<file path="config.mk">
export PLATFORM = sky130hd
export DESIGN_NAME = frame_decrypt_seq
export DESIGN_NICKNAME = d
export VERILOG_FILES = /design/src/rtl/crypt_pkg.sv /design/src/rtl/dec_round.sv /design/src/rtl/frame_decrypt_seq.sv
export SDC_FILE = /design/constraint.sdc
export NUM_CORES = 1
export LEC_CHECK = 0
export BUFFER_PORTS_ARGS = -buffer_cell sky130_fd_sc_hd__buf_2
export CAP_MARGIN = 5
export CELL_PAD_IN_SITES_DETAIL_PLACEMENT = 1
export CELL_PAD_IN_SITES_GLOBAL_PLACEMENT = 2
export CORE_AREA = 2 2 261 263
export DETAILED_ROUTE_END_ITERATION = 16
export DIE_AREA = 0 0 263 265
export PLACE_DENSITY_LB_ADDON = 0.25
export SETUP_SLACK_MARGIN = 0.3
export SLEW_MARGIN = 5
export SYNTH_ARGS = -nofsm -noshare
export SYNTH_HDL_FRONTEND = slang
export SYNTH_HIERARCHICAL = 1
export SYNTH_SLANG_ARGS = --single-unit
</file>
<file path="constraint.sdc">
create_clock -name Clk -period 7.3 [get_ports Clk]
set_clock_uncertainty 0.05 [all_clocks]
set_input_delay 0 -clock Clk [delete_from_list [all_inputs] [get_ports Clk]]
set_output_delay 0 -clock Clk [all_outputs]
set_load 0.03 [all_outputs]
</file>
<file path="src/rtl/crypt_pkg.sv">
// Shared definitions for the frame encrypter/decrypter pair: frame geometry,
// round shift table, key schedule, payload checksum and the engine FSM states.
package crypt_pkg;

   localparam int RAW_W  = 60;
   localparam int SALT_W = 6;
   localparam int CHK_W  = 12;
   localparam int ENC_W  = RAW_W + SALT_W + CHK_W;
   localparam int ROUNDS = 4;

   typedef logic [RAW_W-1:0]  word_t;
   typedef logic [SALT_W-1:0] salt_t;
   typedef logic [CHK_W-1:0]  chk_t;
   typedef logic [2:0]        round_t;

   typedef enum logic [1:0] {
      ST_IDLE,
      ST_ROUND,
      ST_CHECK,
      ST_DONE
   } state_t;

   // Round shift S_r; round 0 never reaches the datapath output.
   function automatic int shift_of(round_t r);
      case (r)
         3'd1:    return 7;
         3'd2:    return 14;
         3'd3:    return 21;
         3'd4:    return 28;
         default: return 0;
      endcase
   endfunction

   function automatic word_t rotl(word_t x, int s);
      logic [2*RAW_W-1:0] d;
      d = {x, x} << (s % RAW_W);
      return d[2*RAW_W-1:RAW_W];
   endfunction

   function automatic word_t rotr(word_t x, int s);
      logic [2*RAW_W-1:0] d;
      d = {x, x} >> (s % RAW_W);
      return d[RAW_W-1:0];
   endfunction

   function automatic word_t key_sched(word_t key, salt_t salt, round_t r);
      return rotl(key, 15 * int'(r)) ^ {(RAW_W/SALT_W){salt}};
   endfunction

   function automatic chk_t checksum(word_t x);
      chk_t c;
      c = '0;
      for (int i = 0; i < RAW_W/CHK_W; i++) begin
         c = c ^ x[i*CHK_W +: CHK_W];
      end
      return c;
   endfunction

endpackage

</file>
<file path="src/rtl/dec_round.sv">
// One inverse encryption round: rotate right by S_r, then strip the round key.
module dec_round
   import crypt_pkg::*;
(
   input  word_t  body_i,
   input  word_t  key_i,
   input  salt_t  salt_i,
   input  round_t round_i,
   output word_t  body_o
);

   assign body_o = rotr(body_i, shift_of(round_i)) ^ key_sched(key_i, salt_i, round_i);

endmodule

</file>
<file path="src/rtl/frame_decrypt_seq.sv">
// Handshaked frame decrypter: accepts a salted, checksummed frame, undoes the
// four keyed rounds one per clock and reports the payload with a checksum flag.
module frame_decrypt_seq #(
   parameter int RAW_W = 60,
   parameter int ENC_W = 78
) (
   input  logic             Clk,
   input  logic             Rst,
   input  logic [RAW_W-1:0] key_60,
   input  logic             in_valid,
   output logic             in_ready,
   input  logic [ENC_W-1:0] data_enc_78,
   output logic             out_valid,
   input  logic             out_ready,
   output logic [RAW_W-1:0] data_raw_60,
   output logic             chk_err,
   output logic             busy
);
   import crypt_pkg::*;

   state_t           state_q;
   round_t           cnt_q;
   logic [RAW_W-1:0] body_q;
   logic [RAW_W-1:0] body_d;
   logic [RAW_W-1:0] key_q;
   salt_t            salt_q;
   chk_t             chk_q;
   logic [RAW_W-1:0] data_q;
   logic             chk_err_q;
   logic             in_ready_q;
   logic             out_valid_q;
   logic             busy_q;

   // Single round datapath, stepped through r = 4..1 by the counter.
   dec_round u_round (
      .body_i  (body_q),
      .key_i   (key_q),
      .salt_i  (salt_q),
      .round_i (cnt_q),
      .body_o  (body_d)
   );

   always_ff @(posedge Clk or posedge Rst) begin
      if (Rst) begin
         state_q     <= ST_IDLE;
         cnt_q       <= '0;
         body_q      <= '0;
         key_q       <= '0;
         salt_q      <= '0;
         chk_q       <= '0;
         data_q      <= '0;
         chk_err_q   <= 1'b0;
         in_ready_q  <= 1'b1;
         out_valid_q <= 1'b0;
         busy_q      <= 1'b0;
      end else begin
         case (state_q)
            ST_IDLE: begin
               if (in_valid) begin
                  body_q     <= data_enc_78[RAW_W-1:0];
                  chk_q      <= data_enc_78[RAW_W +: CHK_W];
                  salt_q     <= data_enc_78[ENC_W-1 -: SALT_W];
                  key_q      <= key_60;
                  cnt_q      <= round_t'(ROUNDS);
                  in_ready_q <= 1'b0;
                  busy_q     <= 1'b1;
                  state_q    <= ST_ROUND;
               end
            end
            ST_ROUND: begin
               body_q <= body_d;
               cnt_q  <= cnt_q - 3'd1;
               if (cnt_q == 3'd1) begin
                  state_q <= ST_CHECK;
               end
            end
            ST_CHECK: begin
               // The payload is delivered even when the checksum disagrees.
               data_q      <= body_q;
               chk_err_q   <= (checksum(body_q) != chk_q);
               out_valid_q <= 1'b1;
               state_q     <= ST_DONE;
            end
            ST_DONE: begin
               if (out_ready) begin
                  out_valid_q <= 1'b0;
                  in_ready_q  <= 1'b1;
                  busy_q      <= 1'b0;
                  state_q     <= ST_IDLE;
               end
            end
            default: begin
               out_valid_q <= 1'b0;
               in_ready_q  <= 1'b1;
               busy_q      <= 1'b0;
               state_q     <= ST_IDLE;
            end
         endcase
      end
   end

   assign in_ready    = in_ready_q;
   assign out_valid   = out_valid_q;
   assign busy        = busy_q;
   assign data_raw_60 = data_q;
   assign chk_err     = chk_err_q;

endmodule
</file>
# Word level (Yosys, flattened, before mapping)
# Cells that the tools add are included.
dict set report word_totals {
  ff_bits 207
  latch_bits 0
  ramBits 0
  mem_bits_ro 0
  in_bits 142
  output_inout_bits 64
  word_cells 59
  n_memories 0
}
dict set report classes {
  addsub 1
  n_mul 1
  n_div 2
  magnitude_cmp 0
  eq_ne 11
  n_shift 2
  muxes 16
  n_bitwise 6
  reduce_logical 9
}
# cell count
set ops {}
lappend ops {{$pmux 60 s2} 1}
lappend ops {{$shl 120x32->120} 1}
lappend ops {{$shr 120x32->60} 1}
lappend ops {{$xor 60x60->60} 2}
lappend ops {{$mod 32x7->32 const B} 2}
lappend ops {{$mux 60} 1}
lappend ops {{$xor 12x12->12} 4}
lappend ops {{$pmux 5 s4} 1}
lappend ops {{$ne 12x12->1} 1}
lappend ops {{$pmux 2 s4} 1}
lappend ops {{$mul 4x3->7 const A} 1}
lappend ops {{$eq 3x2->1 const B} 2}
lappend ops {{$mux 2} 3}
lappend ops {{$ne 2x2->1 const B} 3}
lappend ops {{$pmux 1 s2} 3}
lappend ops {{$pmux 3 s2} 1}
lappend ops {{$reduce_and 2->1} 3}
lappend ops {{$reduce_and 3->1} 2}
lappend ops {{$reduce_bool 2->1} 3}
lappend ops {{$eq 2x2->1 const B} 2}
lappend ops {{$mux 1} 4}
lappend ops {{$eq 3x1->1 const B} 1}
lappend ops {{$eq 3x3->1 const B} 1}
lappend ops {{$mux 3} 1}
lappend ops {{other kinds (3)} 3}

# Logic depth before layout (Yosys ltp)
# Gate-level depths: netlist (run 1).
dict set report depth {
  ltp_word 6
  ltp_mapped 21
  mapped_depth_nobuf 17
}

# Modules after synthesis
# The synthesis (run 1) kept the hierarchy.
# module instances cells_per_inst area_each_um2 seq_area_each_um2
set by_module_without_submodules {}
lappend by_module_without_submodules {dec_round 1 1352 10944.2 0.0}
lappend by_module_without_submodules {frame_decrypt_seq 1 665 8886.0 5181.2}

# Worst setup path after synthesis (run 1)
# No wires, ideal clock.
dict set report synth_timing {
  kind {reg-to-reg}
  from {reg cnt_q[0]}
  to {reg body_q[2]}
  setup_time_ns 0.128
  arrival_time_ns 4.134
  required_ns 7.122
  path_slack_ns 2.988
  path_stages_with_launch 16
  path_buffers 1
  period_less_slack_ns 4.312
  path_cell_list {dfrtp_1 > fa_1 > ha_1 > fa_1 > xnor2_2 > ha_1 > and2b_1 > nand4b_1 > a22o_1 > buf_2 > o211ai_1 > a21o_1 > a211o_1 > xnor3_1 > mux2i_1 > o21ai_0}
}
dict set report synth_between {
  elab_chain_len 6
}
# item line_no
set synth_lines {}
lappend synth_lines {{from (decl)} frame_decrypt_seq.sv:22} ;# round_t cnt_q;
lappend synth_lines {{from (signal assigned)} frame_decrypt_seq.sv:64} ;# cnt_q <= round_t'(ROUNDS);
lappend synth_lines {{from (signal assigned)} frame_decrypt_seq.sv:72} ;# cnt_q <= cnt_q - 3'd1;
lappend synth_lines {{$mul 4x3->7, or another cell as far along} crypt_pkg.sv:47} ;# return rotl(key, 15 * int'(r)) ^ {(RAW_W/SALT_W){salt}};
lappend synth_lines {{$mod 32x7->32 or $pmux 5 s4 (tied branches)} {crypt_pkg.sv:36, crypt_pkg.sv:25}}
lappend synth_lines {{$shl 120x32->120 or $mod 32x7->32 (tied branches)} {crypt_pkg.sv:36, crypt_pkg.sv:42}}
lappend synth_lines {{$xor 60x60->60 or $shr 120x32->60 (tied branches)} {crypt_pkg.sv:47, crypt_pkg.sv:42}}
lappend synth_lines {{$xor 60x60->60 *} dec_round.sv:12} ;# assign body_o = rotr(body_i, shift_of(round_i)) ^ key_sched(key_i, salt_i, round_i);
lappend synth_lines {{via body_d[2]} frame_decrypt_seq.sv:24} ;# logic [RAW_W-1:0] body_d;
lappend synth_lines {{$pmux 60 s2 *} frame_decrypt_seq.sv:57} ;# case (state_q)
lappend synth_lines {{to (signal assigned)} frame_decrypt_seq.sv:60} ;# body_q <= data_enc_78[RAW_W-1:0];
lappend synth_lines {{to (signal assigned)} frame_decrypt_seq.sv:71} ;# body_q <= body_d;
lappend synth_lines {{to (decl)} frame_decrypt_seq.sv:23} ;# logic [RAW_W-1:0] body_q;
# Mark *: on every way through the listed nets, which the timed path passes. The rest lies on a longest branch.
# A chain may end at the register's enable or synchronous reset.

# Final worst setup path (run 1)
dict set report layout_timing {
  from {reg cnt_q[0]}
  to {reg body_q[38]}
}
# Same word-level chain as after synthesis.

==> results.toml, run 1 <==
[status]
status = "finished, final reports clean"

[grt]
grtUsageMet2 = 0.4560
grt_pass1_vias = 18990
busiest_layer = "met2"
grtUsageMet3 = 0.03409
gr-usage-met1 = 0.3789
antenna_found_initial = 3
grt_pass1_wl_mm = 142.1
overflow = 0
grt_max_degree = 140
track_usage = 0.2767

[die]
start_util = 0.2969
pin_count = 206
die_area_um2 = 69700
core_um2 = 66800
fp-row-count = 95
chipHeight_um = 265
fp.dieW_um = 263

[detailed_routing]
dr.pass1.iters = 7
drc_errors = 0
routed_via_density = 5.851
drtIter0Drc = 1625
postRouteAntennaNets = 0
vias = 18440
wl_per_cell_um = 31.34
wirelength_mm = 98.79

[timing]
holdWs_ns = 0.1153
finalSetupViolCount = 0
max_freq_ghz = 0.1701
min_period_ns = 5.878
fin_setup_tns_ns = 0
relSlewSlack = 0.03294
rsz0062_at_grt = "false"
drv_slew = 0
finalHoldViolations = 0
tightest_slew_ns = 1.414
min_period_over_period = 0.8052

[setup_path]
startpoint_type = "register"
path_cells = "fa_1, ha_1, fa_1, xnor2_2, ha_1, and2b_1, nand4b_1, a22oi_2, a2111oi_0, a31oi_1, o41ai_1, xnor2_1, mux2i_1, o21ai_0"
worstPathRequired_ns = 7.66
r2r_slack_ns = 1.42
cp_max_fo = 32
slowest_stage = "o41ai_1"
end_kind = "register"
slowest_delay_ns = 0.77
worstSetupPathType = "register to register"
cp.arrival_ns = 6.24

[synth]
synth_area_leader_cell = "dfrtp_1"
syn_nets = 2180
ys_seq_elements = 207
syn-cell-area_um2 = 19830
ys_top_cells_by_area = "dfrtp_1 (26%), mux2i_1 (14%), mux2_2 (12%)"
ys.flop_type = "dfrtp_1"
synth_top_area_share = 0.2600
synth_cells = 2017
synth_seq_area_share = 0.2613
synth-async-reset-ratio = 1.000
ys_types = 88
synth_edf_count = 0
yosys_warnings = 6
avgSynthCellArea_um2 = 9.832

[clock_network]
cts_resized = 0
cts_buffers = 27
cts_tree = "done"
clockBufferDepth = 3
numClockSinks = 207
htreeDepth = 1
clk_pin_slew_ns = 0.06
postCtsSetupBuffers = 0
clockRootBuffer = "clkbuf_16"
insertion_delay_ns = 0.59

[final_layout]
finalNetCount = 2424
drive_gt1_frac = 0.2685
synthToLayoutAreaGrowth_pct = 19.91
finish.instance_area_um2 = 23780
antennaDiodeCount = 0
nFillCells = 7535
final_core_util = 0.3560

[flow_run]
max_cap_violations = 0

[placed_design]
io_buffers = 205
hpwlAfterDp_mm = 73.65
dpl_cell_area_um2 = 21460
place_congestion = 0.9684

[worst_hold_path]
min_path_type = "input port to register"
layout by cell type (no fill, tap or decap), types with 14 or more instances in the layout:
master and instances:
a211oi_1 30, o211ai_1 14, mux2_2 213, o21ai_0 151
dfrtp_1 204, mux2i_1 278, nor3_1 22, clkbuf_16 27
a21oi_1 65, o22ai_1 51, buf_2 205, xor2_1 45
mux4_2 70, o221ai_1 15, buf_4 40, dlygate4sd3_1 142
xnor2_1 121, a22oi_1 17, nand2_1 153, nand3_1 18
nor2_1 139
sequential cells by signal, summed over array words and instances (netlist names):
register,count
state_q,2
salt_q,6
body_q,60
out_valid,1
in_ready,1
busy,1
data_raw_60,60
key_q,60
chk_err,1
chk_q,12
cnt_q,3
what timing repair did:
item                       4_1_cts  5_1_grt
hold buffers                   142        0
setup endpoints to repair        0        0
hold endpoints to repair       212        0
cells in the mapped netlist (all sizes together) (5+ instances only):
| cell | instances |
|---|---|
| nand4 | 6 |
| mux2 | 215 |
| and3 | 5 |
| and2 | 6 |
| nor2 | 139 |
| nor3 | 22 |
| a22oi | 18 |
| buf | 119 |
| nand2 | 154 |
| o21ai | 159 |
| o32ai | 6 |
| a31oi | 7 |
| mux2i | 280 |
| nand3 | 18 |
| dfrtp | 206 |
| mux4 | 78 |
| o31ai | 8 |
| nand3b | 6 |
| a2bb2oi | 13 |
| inv | 17 |
| clkbuf | 55 |
| o221ai | 15 |
| xnor3 | 7 |
| o21bai | 6 |
| o22ai | 52 |
| a211oi | 30 |
| nor4 | 7 |
| a21oi | 65 |
| a21o | 7 |
| xnor2 | 122 |
| ha | 18 |
| a221oi | 9 |
| o211ai | 15 |
| nand2b | 8 |
| xor2 | 45 |
worst paths after layout:
check | startpoint | end | cells past startpoint
worst max-delay path | cnt_q[0] | body_q[38] | 14
worst min-delay path | data_enc_78[61] | chk_q[1] | 3
worst max register to register | cnt_q[0] | body_q[38] | 14
worst min register to register | data_raw_60[54] | data_raw_60[54] | 1
max in group asynchronous | Rst | cnt_q[0] | 5
min in group asynchronous | Rst | data_raw_60[34] | 4
routing by layer:
| layer | vias to the layer above | wire, um |
|---|---|---|
| met5 | - | 13 |
| met4 | 2 | 3254 |
| met3 | 151 | 5624 |
| met2 | 719 | 45920 |
| met1 | 9533 | 43980 |
| li1 | 8036 | - |
critical path, delay by kind of cell, from the launching register on:
family                     cells  cell delay (ns)
AOI/OAI and AO/OA              5             1.90
muxes                          1             0.29
DFF                            1             0.66
and+or+nand+nor                2             0.40
adders and majority gates      4             1.61
xor gates and xnor gates       2             0.78
final cells by class:
cell class | count | area (um^2) | share of cell area
multi-input cells | 1619 | 13740 | 0.5778
repair buffers | 389 | 2788 | 0.1172
flip-flops and latches | 207 | 5186 | 0.2181
well taps | 873 | 1092 | 0.04594
inverters | 17 | 71.32 | 0.002999
clock inverters | 8 | 111.4 | 0.004683
clock buffers | 39 | 790.8 | 0.03325
kinds of logic after synthesis:
family                   count (synthesis)  synth area share
multiplexers                           573            0.3535
AO/OA/AOI/OAI                          459            0.1512
AND/OR/NAND/NOR                        392           0.08568
flip-flops                             207            0.2613
buffers and inverters                  191           0.05180
XOR/XNOR                               174           0.08215
adder cells (fa/ha/maj)                 21           0.01439
stage by stage:
stage	setup WS [ns]	instances
2_1_floorplan	1.599	2017
3_3_place_gp	1.658	2963
3_5_place_dp	1.540	2963
4_1_cts	1.579	3152
5_1_grt	1.118	3152
6_report	1.422	3152
Power of run 1 is not shown: default switching activity piles up to over one toggle a cycle in this logic, so the estimate is an artifact.
==> run 2: changes to the inputs <==
==> constraint.sdc (replaced) <==
create_clock -name Clk -period 4.8 [get_ports Clk]
set_clock_uncertainty 0.05 [all_clocks]
set_input_delay 0 -clock Clk [delete_from_list [all_inputs] [get_ports Clk]]
set_output_delay 0 -clock Clk [all_outputs]
set_load 0.03 [all_outputs]
==> run 2 against run 1 <==
Compared with the run above:
- register-to-register slack got worse by 1.1 ns
- core utilization increased by 3.8 points
- first-iteration DRC count rose by 9.1%
- largest cell class unchanged
- fmax up 30%
- global-route usage increased by 1.2 points
- sequential share of layout area decreased by 2.1 points
- routed wire length increased by 5.3%
- non-clock buffer count increased by 181
- critical path depth rose by 6
- sequential cell count stayed put
- die area did not move
==> results.toml, run 2 (synthesized netlist as in run 1, its figures left out) <==
[final_layout]
final_cells = 3336
final_common_cell = "mux2i_1"
drive_gt1_frac = 0.3597
finalNetCount = 2605
nFillCells = 7547
synthToLayoutAreaGrowth_pct = 32.63
antennaDiodeCount = 0
layout_common_cells = "mux2i_1 (271), mux2_2 (211), buf_2 (205)"

[timing]
max_freq_ghz = 0.2210
min_period_ns = 4.525
relSlewSlack = 0.2901
finalSetupViolCount = 0
fin_setup_tns_ns = 0
drv_slew = 0
finalHoldViolations = 0
tightest_slew_ns = 1.065
rsz0062_at_grt = "true"
min_period_over_period = 0.9426

[die]
pin_count = 206
start_util = 0.2969
die_area_um2 = 69700
fp-row-count = 95
fp.dieW_um = 263
chipHeight_um = 265
core_um2 = 66800

[grt]
overflow = 0
antenna_found_initial = 1
track_usage = 0.2886
grt_pass1_wl_mm = 146.9
grt_max_degree = 146
grt_pass1_vias = 19890

[detailed_routing]
drc_errors = 0
wl_per_cell_um = 31.18
dr.pass1.iters = 7
postRouteAntennaNets = 0
wirelength_mm = 104.0
vias = 19370
routed_via_density = 5.807
drtIter0Drc = 1773

[placed_design]
dp.cells = 3104
hpwlAfterDp_mm = 78.44
place_congestion = 0.9576
io_buffers = 205

[status]
status = "finished, final reports clean"

[setup_path]
slowest_stage = "fa_1"
cp.arrival_ns = 4.91
worstSetupPathType = "register to register"
cp_max_fo = 5
slowest_delay_ns = 0.49
startpoint_type = "register"
end_kind = "register"
crit_buf_inv = 4
worstPathRequired_ns = 5.19
path_cells = "fa_1, ha_2, fa_2, buf_6, a31oi_4, o31ai_1, and3_4, ha_4, nor2b_1, o211a_1, a2bb2oi_4, buf_4, buf_6, o32ai_4, buf_4, nor2_2, a21oi_2, xnor2_1, mux2i_1, o21ai_0"
critical_path.top_delay_family = "adder cells"

[clock_network]
htreeDepth = 1
insertion_delay_ns = 0.60
clockBufferDepth = 3
numClockSinks = 207
cts_tree = "done"
cts_buffers = 27
clockRootBuffer = "clkbuf_16"
clk_pin_slew_ns = 0.06

[flow_run]
max_cap_violations = 0

[worst_hold_path]
min_path_type = "input port to register"
==> run 2: per-stage QoR <==
stage | hold WS, ns | worst slack (ns) | area (um^2) | util
floorplan | 0.05876 | 0.4881 | 19830 | -
global placement | 0.1646 | -0.3249 | 22640 | 0.3388
detailed placement | 0.1754 | -0.2140 | 22640 | 0.3388
CTS | 0.08097 | 0.3262 | 25400 | 0.3802
global route | 0.1148 | 0.1164 | 26300 | 0.3937
finish | 0.1182 | 0.2753 | 26300 | 0.3937
==> run 2: layer usage <==
metal  track usage  part of all wire
met1        0.3950              0.43
met2        0.4686              0.46
met3       0.04032             0.067
met4       0.09452             0.037
met5             0           0.00012
==> run 2: tightest hold or removal path: cells and delay by family <==
family	cells	cell delay, ns
buffers and inverters	2	0.60
muxes	1	0.12
==> run 2: cell type report <==
| class | instances | area [um^2] | area share |
|---|---|---|---|
| clock buffers | 39 | 770.7 | 0.02930 |
| clock inverters | 11 | 166.4 | 0.006327 |
| inverters | 17 | 70.07 | 0.002664 |
| multi-input cells | 1619 | 14480 | 0.5505 |
| flip-flops and latches | 207 | 5186 | 0.1972 |
| well taps | 873 | 1092 | 0.04153 |
| repair buffers | 570 | 4537 | 0.1725 |
==> run 2: worst paths after layout <==
path	startpoint	end	slack (ns)	cells past startpoint
max in group asynchronous	Rst	cnt_q[0]	3.68	4
min in group asynchronous	Rst	body_q[43]	0.13	4
max	cnt_q[0]	body_q[20]	0.28	20
min reg2reg	data_raw_60[41]	data_raw_60[41]	0.45	1
min	key_60[23]	key_q[23]	0.12	3
max reg2reg	cnt_q[0]	body_q[20]	0.28	20
==> run 2: repair_timing <==
action,CTS,global route
hold buffers,141,0
endpoints found under the setup margin,57,56
gates cloned,0,5
resized for setup,60,128
hold endpoints to repair,350,0
setup buffers,8,28
pin swaps,14,44
Power of run 2 is left out for the same reason.
